<file path="config.mk">
export PLATFORM = sky130hd
export DESIGN_NAME = serial_add_sub_digits
export DESIGN_NICKNAME = d
export VERILOG_FILES = /design/src/rtl/serial_arith_pkg.sv /design/src/rtl/digit_adder.sv /design/src/rtl/serial_add_sub_digits.sv
export SDC_FILE = /design/constraint.sdc
export NUM_CORES = 1
export LEC_CHECK = 0
export ABC_AREA = 1
export ABC_CLOCK_PERIOD_IN_PS = 4300
export BUFFER_PORTS_ARGS = -buffer_cell sky130_fd_sc_hd__buf_2
export CORE_MARGIN = 2
export CORE_UTILIZATION = 55
export CTS_BUF_LIST = sky130_fd_sc_hd__clkbuf_2
export CTS_CLUSTER_DIAMETER = 100
export DETAILED_ROUTE_END_ITERATION = 10
export PLACE_DENSITY = 0.81
export SETUP_SLACK_MARGIN = 0.3
export SLEW_MARGIN = 40
export SYNTH_ARGS = -nofsm -noshare
export SYNTH_HDL_FRONTEND = slang
export SYNTH_SLANG_ARGS = --single-unit
</file>
<file path="constraint.sdc">
create_clock -name clk -period 4.3 [get_ports clk]
set_clock_uncertainty 0.15 [all_clocks]
set_input_delay 0.86 -clock clk [delete_from_list [all_inputs] [get_ports clk]]
set_output_delay 0.86 -clock clk [all_outputs]
set_load 0.02 [all_outputs]
</file>
<file path="src/rtl/serial_arith_pkg.sv">
// Shared types and default sizing for the digit-serial add/subtract block.
//   op_t    : operation latched at the first digit of a word
//   state_t : word framing state (idle / word in progress)
package serial_arith_pkg;

    typedef enum logic {
        OP_ADD = 1'b0,
        OP_SUB = 1'b1
    } op_t;

    typedef enum logic {
        ST_IDLE = 1'b0,
        ST_BUSY = 1'b1
    } state_t;

    localparam int DIGIT_W_DEFAULT    = 4;
    localparam int MAX_DIGITS_DEFAULT = 16;

endpackage

</file>
<file path="src/rtl/digit_adder.sv">
// Combinational DIGIT_W-bit adder slice with optional operand inversion.
//   a, b   : operand digits
//   cin    : carry in (1 on the first digit of a subtract)
//   inv_b  : 1 = use ~b (subtract), 0 = use b
//   sum    : result digit
//   cout   : carry out of the MS bit
//   cmsb   : carry into the MS bit (used for signed overflow)
module digit_adder #(
    parameter int DIGIT_W = 4
) (
    input  logic [DIGIT_W-1:0] a,
    input  logic [DIGIT_W-1:0] b,
    input  logic               cin,
    input  logic               inv_b,
    output logic [DIGIT_W-1:0] sum,
    output logic               cout,
    output logic               cmsb
);

    logic [DIGIT_W-1:0] b_eff;
    logic [DIGIT_W:0]   full;

    assign b_eff = inv_b ? ~b : b;
    assign full  = {1'b0, a} + {1'b0, b_eff} + {{DIGIT_W{1'b0}}, cin};
    assign sum   = full[DIGIT_W-1:0];
    assign cout  = full[DIGIT_W];
    // A sum bit is a ^ b ^ carry_in, so the carry into the MS bit falls out
    // of the MS bits without building a separate ripple chain.
    assign cmsb  = full[DIGIT_W-1] ^ a[DIGIT_W-1] ^ b_eff[DIGIT_W-1];

endmodule

</file>
<file path="src/rtl/serial_add_sub_digits.sv">
// Digit-serial adder/subtractor, LS digit first, vld/last framed words.
//   clk, rst         : clock, asynchronous active-high reset
//   vld, a, b        : input digit beat
//   last             : beat carries the word's MS digit
//   sub              : operation, sampled on the first digit of a word only
//   sum_vld, sum     : registered result digit (1 cycle latency)
//   sum_last         : result digit is the word's MS digit
//   carry_out        : final carry (add) / no-borrow (sub), with sum_last
//   overflow         : signed overflow of the word, with sum_last
//   len_err          : word longer than MAX_DIGITS, with sum_last
//   digit_cnt        : digits accepted so far in the current word (saturating)
module serial_add_sub_digits
    import serial_arith_pkg::*;
#(
    parameter int DIGIT_W    = DIGIT_W_DEFAULT,
    parameter int MAX_DIGITS = MAX_DIGITS_DEFAULT,
    parameter int CNT_W      = $clog2(MAX_DIGITS + 1)
) (
    input  logic               clk,
    input  logic               rst,
    input  logic               vld,
    input  logic [DIGIT_W-1:0] a,
    input  logic [DIGIT_W-1:0] b,
    input  logic               last,
    input  logic               sub,
    output logic               sum_vld,
    output logic [DIGIT_W-1:0] sum,
    output logic               sum_last,
    output logic               carry_out,
    output logic               overflow,
    output logic               len_err,
    output logic [CNT_W-1:0]   digit_cnt
);

    localparam logic [CNT_W:0] MAX_EXT = (CNT_W + 1)'(MAX_DIGITS);

    state_t state_reg, state_next;
    op_t    op_reg, op_next, op_eff;
    logic   carry_reg, carry_next;
    logic   err_reg, err_next;
    logic   cin_eff;

    logic [CNT_W-1:0]   cnt_next;
    logic [CNT_W:0]     cnt_inc;
    logic               cnt_over;

    logic               sum_vld_next, sum_last_next;
    logic [DIGIT_W-1:0] sum_next;
    logic               carry_out_next, overflow_next, len_err_next;

    logic [DIGIT_W-1:0] add_sum;
    logic               add_cout, add_cmsb;

    // The first digit of a word takes its operation straight from sub; later
    // digits reuse the latched op so sub may change mid-word.
    assign op_eff  = (state_reg == ST_IDLE) ? (sub ? OP_SUB : OP_ADD) : op_reg;
    assign cin_eff = (state_reg == ST_IDLE) ? (op_eff == OP_SUB) : carry_reg;

    assign cnt_inc  = {1'b0, digit_cnt} + {{CNT_W{1'b0}}, 1'b1};
    assign cnt_over = (cnt_inc > MAX_EXT);

    digit_adder #(
        .DIGIT_W (DIGIT_W)
    ) u_digit_adder (
        .a     (a),
        .b     (b),
        .cin   (cin_eff),
        .inv_b (op_eff == OP_SUB),
        .sum   (add_sum),
        .cout  (add_cout),
        .cmsb  (add_cmsb)
    );

    // State register
    always_ff @(posedge clk or posedge rst) begin
        if (rst) begin
            state_reg <= ST_IDLE;
        end else begin
            state_reg <= state_next;
        end
    end

    // Next-state logic: last is only meaningful together with vld
    always_comb begin
        state_next = state_reg;
        if (vld) begin
            state_next = last ? ST_IDLE : ST_BUSY;
        end
    end

    // Datapath / output next-values
    always_comb begin
        carry_next     = carry_reg;
        op_next        = op_reg;
        cnt_next       = digit_cnt;
        err_next       = err_reg;
        sum_vld_next   = vld;
        sum_next       = sum;
        sum_last_next  = sum_last;
        carry_out_next = carry_out;
        overflow_next  = overflow;
        len_err_next   = len_err;
        if (vld) begin
            sum_next = add_sum;
            if (last) begin
                sum_last_next  = 1'b1;
                carry_out_next = add_cout;
                overflow_next  = add_cout ^ add_cmsb;
                len_err_next   = err_reg | cnt_over;
                // Word complete: clear per-word context for the next word
                carry_next     = 1'b0;
                op_next        = OP_ADD;
                cnt_next       = '0;
                err_next       = 1'b0;
            end else begin
                sum_last_next  = 1'b0;
                carry_out_next = 1'b0;
                overflow_next  = 1'b0;
                len_err_next   = 1'b0;
                carry_next     = add_cout;
                op_next        = op_eff;
                // Counter saturates; the overrun is remembered in err_reg
                if (cnt_over) begin
                    err_next = 1'b1;
                end else begin
                    cnt_next = cnt_inc[CNT_W-1:0];
                end
            end
        end
    end

    always_ff @(posedge clk or posedge rst) begin
        if (rst) begin
            carry_reg <= 1'b0;
            op_reg    <= OP_ADD;
            err_reg   <= 1'b0;
            digit_cnt <= '0;
            sum_vld   <= 1'b0;
            sum       <= '0;
            sum_last  <= 1'b0;
            carry_out <= 1'b0;
            overflow  <= 1'b0;
            len_err   <= 1'b0;
        end else begin
            carry_reg <= carry_next;
            op_reg    <= op_next;
            err_reg   <= err_next;
            digit_cnt <= cnt_next;
            sum_vld   <= sum_vld_next;
            sum       <= sum_next;
            sum_last  <= sum_last_next;
            carry_out <= carry_out_next;
            overflow  <= overflow_next;
            len_err   <= len_err_next;
        end
    end

endmodule

</file>
==> results_dict.tcl <==
set metrics [dict create \
    status "completed" \
    multiInputGateArea_um2 594 \
    cts_buffers 3 \
    intPower_uw 263 \
    max_stage_delay_ns 0.42 \
    finalSetupViolCount 0 \
    clock_path_buffers 2 \
    io_buffers 26 \
    slew_violations 0 \
    die_w_um 49.3 \
    drive_gt1_share_pct 23.3 \
    final.fill_count 178 \
    wl_met2_mm 1.32 \
    worstPathCellList "buf_2 -> nand2_1 -> nand2_2 -> xnor2_1 -> fa_1 -> inv_1 -> fa_1 -> a21oi_1 -> nand3_1 -> nand2_1 -> nand2_1 -> nand3_1 -> nand2_1" \
    antenna_found_initial 0 \
    syn_inst 144 \
    cp_max_fo 6 \
    wl_met3_um 97 \
    p_clk_share_pct 17.4 \
    cts.sink_count 18 \
    p_comb_share_pct 34.8 \
    grt_pass1_vias 972 \
    period_minus_slack_ns 2.69 \
    cpMaxStageDelayCell "fa_1" \
    syn-cell-area_um2 1130 \
    place_inst 195 \
    worstMarginPinSlew_ns 0.669 \
    io_pins 27 \
    fin_cells 199 \
    seq_area_frac_synth_pct 40.0 \
    nets 193 \
    synth_fp_nets 164 \
    dp_hpwl_mm 1.93 \
    finalHoldViolations 0 \
    start_util_pct 58.1 \
    crit_buf_inv 2 \
    regMostFlops "digit_cnt" \
    drtAntennaViolNets 0 \
    wl_met1_um 898 \
    area_delta_synth_final_pct 15.2 \
    max-vdd-ir-drop_uv 220 \
    p_sw_share_pct 38.3 \
    top_regs "digit_cnt: 5 flops, sum: 4 flops" \
    power-per-cell-area_nw_per_um2 328 \
    drt_pre_antenna_iters 5 \
    gr-total-overflow 0 \
    seqCellArea_um2 450 \
    cp_data_arrival_time_ns 2.78 \
    coreArea_um2 1940 \
    fp.dieH_um 49.3 \
    fin_crit_sh_pct 62.6 \
    globalplace.congestion 0.825 \
    fmax_ghz 0.372 \
    vias_per_cell 5.22 \
    grt_pass1_wl_mm 4.24 \
    num_vias 1038 \
    synth_area_per_cell_um2 7.83 \
    path_class "input port to register" \
    first_iter_violations 20 \
    clockRootBuffer "clkbuf_2" \
    largest_reg_flops 5 \
    ys_seq_elements 18 \
    crit_top_cell "nand2_1" \
    cts_tree "built" \
    drc 0 \
    grt_max_degree 19 \
    dieArea_um2 2430 \
    clk_latency_ns 0.32 \
    seq_power_share_pct 47.8 \
    clk_pin_slew_ns 0.17 \
    cts_hold_buf 0 \
    fin_util_pct 66.9 \
    post_cts_buffers 0 \
    cp.required_ns 4.39 \
    maxSlewHeadroom_pct 55.3 \
    placed_area_um2 1280 \
    antennaDiodeCount 0 \
    routed.top_layer "met4" \
    groute.usage.overall_pct 23.3 \
    power_leakage_uw 0.000759 \
    power_switching_uw 163 \
    drt-total-wl_mm 2.39 \
    hold_class "register to register" \
    htreeDepth 1 \
    cts_resized 0 \
    path_delay_family "simple AND/OR/NAND/NOR gates" \
    stdcell_area_um2 1300 \
    cap_viol_max_count 0 \
    synth_warnings 0 \
    synth_cell_type_count 23 \
    post_drt_wl_per_cell_um 12.0 \
    crit_path_end_kind "register" \
    row_count 16 \
    finalSetupTns_ns 0 \
    rsz0062_at_grt "false" \
    cp-start-kind "input port" \
]
==> kinds of logic (layout without fill, tap and decap cells) <==
logic type,Yosys count,in the layout,synth area share (%)
and+or+nand+nor,80,80,33.0
buffers and inverters,21,49,7.33
DFF,18,18,40.0
AOI/OAI and AO/OA,14,14,6.88
adders and majority gates,7,7,9.10
xor gates and xnor gates,4,4,3.77
==> layout make-up <==
cell class | count | share of cell area, %
Tap cell | 27 | 2.60
Multi-Input combinational cell | 105 | 45.8
Clock buffer | 3 | 1.16
Sequential cell | 18 | 34.7
Timing Repair Buffer | 26 | 10.0
Clock inverter | 1 | 0.289
Inverter | 19 | 5.49
==> power groups by stage <==
stage | Combinational [µW] | Sequential [µW] | Clock, µW
6_report | 148 | 203 | 74.3
5_1_grt | 168 | 207 | 82.2
4_1_cts | 150 | 203 | 74.0
3_5_place_dp | 150 | 206 | 0
3_3_place_gp | 143 | 205 | 0
2_1_floorplan | 82.0 | 228 | 0
==> tightest hold or removal path, cell delays in order (launching register included) <==
cell and delay, ns:
dfrtp_1 0.38, nand2_1 0.05, o21ai_0 0.06
==> final timing paths <==
check / start / end / slack, ns / cells past startpoint
hold / removal: sum[0] / sum[0] / 0.36 / 2
setup reg to reg: state_reg / overflow / 1.78 / 13
min in group asynchronous: rst / digit_cnt[3] / 0.45 / 2
hold reg to reg: sum[0] / sum[0] / 0.36 / 2
setup / recovery: sub / overflow / 1.61 / 13
max in group asynchronous: rst / digit_cnt[0] / 3.12 / 2
==> metrics by stage <==
| step | power [µW] | setup WS, ns | hold slack, ns |
|---|---|---|---|
| after floorplan | 310 | 1.60 | 0.303 |
| after global placement | 348 | 1.41 | 0.299 |
| after detailed placement | 356 | 1.24 | 0.312 |
| after CTS | 427 | 1.59 | 0.349 |
| after global routing | 458 | 1.37 | 0.379 |
| final | 426 | 1.61 | 0.355 |
==> placed cells by master, fill, tap and decap left out, drive strengths merged <==
cell type,n
a21boi,1
inv,19
clkinv,1
ha,5
nand2,51
nand3,19
xnor2,1
dfrtp,18
clkbuf,3
xor2,3
a21oi,4
o21ai,6
a31oi,1
fa,2
buf,26
o22ai,1
nand4,1
o21a,1
nor2,8
or2,1
==> synth_stat cells <==
| master | instances | area [µm²] |
|---|---|---|
| nand2_1 | 45 | 169 |
| inv_1 | 19 | 71.3 |
| dfrtp_1 | 18 | 450 |
| nand3_1 | 18 | 90.1 |
| nand2_2 | 6 | 37.5 |
| nor2_1 | 6 | 22.5 |
| o21ai_0 | 6 | 30.0 |
| ha_1 | 5 | 62.6 |
| a21oi_1 | 4 | 20.0 |
| fa_1 | 2 | 40.0 |
| nor2_4 | 2 | 22.5 |
| xor2_1 | 2 | 17.5 |
| a21boi_1 | 1 | 7.51 |
| a31oi_1 | 1 | 6.26 |
| buf_4 | 1 | 7.51 |
| clkbuf_1 | 1 | 3.75 |
| nand3_4 | 1 | 17.5 |
| nand4_1 | 1 | 6.26 |
| o21a_1 | 1 | 7.51 |
| o22ai_1 | 1 | 6.26 |
| or2_2 | 1 | 6.26 |
| xnor2_1 | 1 | 8.76 |
| xor2_2 | 1 | 16.3 |
==> metal layers <==
| metal | GRT usage [%] | up-vias |
|---|---|---|
| li1 | - | 514 |
| met1 | 25.8 | 487 |
| met2 | 42.3 | 30 |
| met3 | 2.15 | 7 |
| met4 | 14.3 | 0 |
| met5 | 0 | - |
No activity file was read; power rests on OpenSTA's default activity.
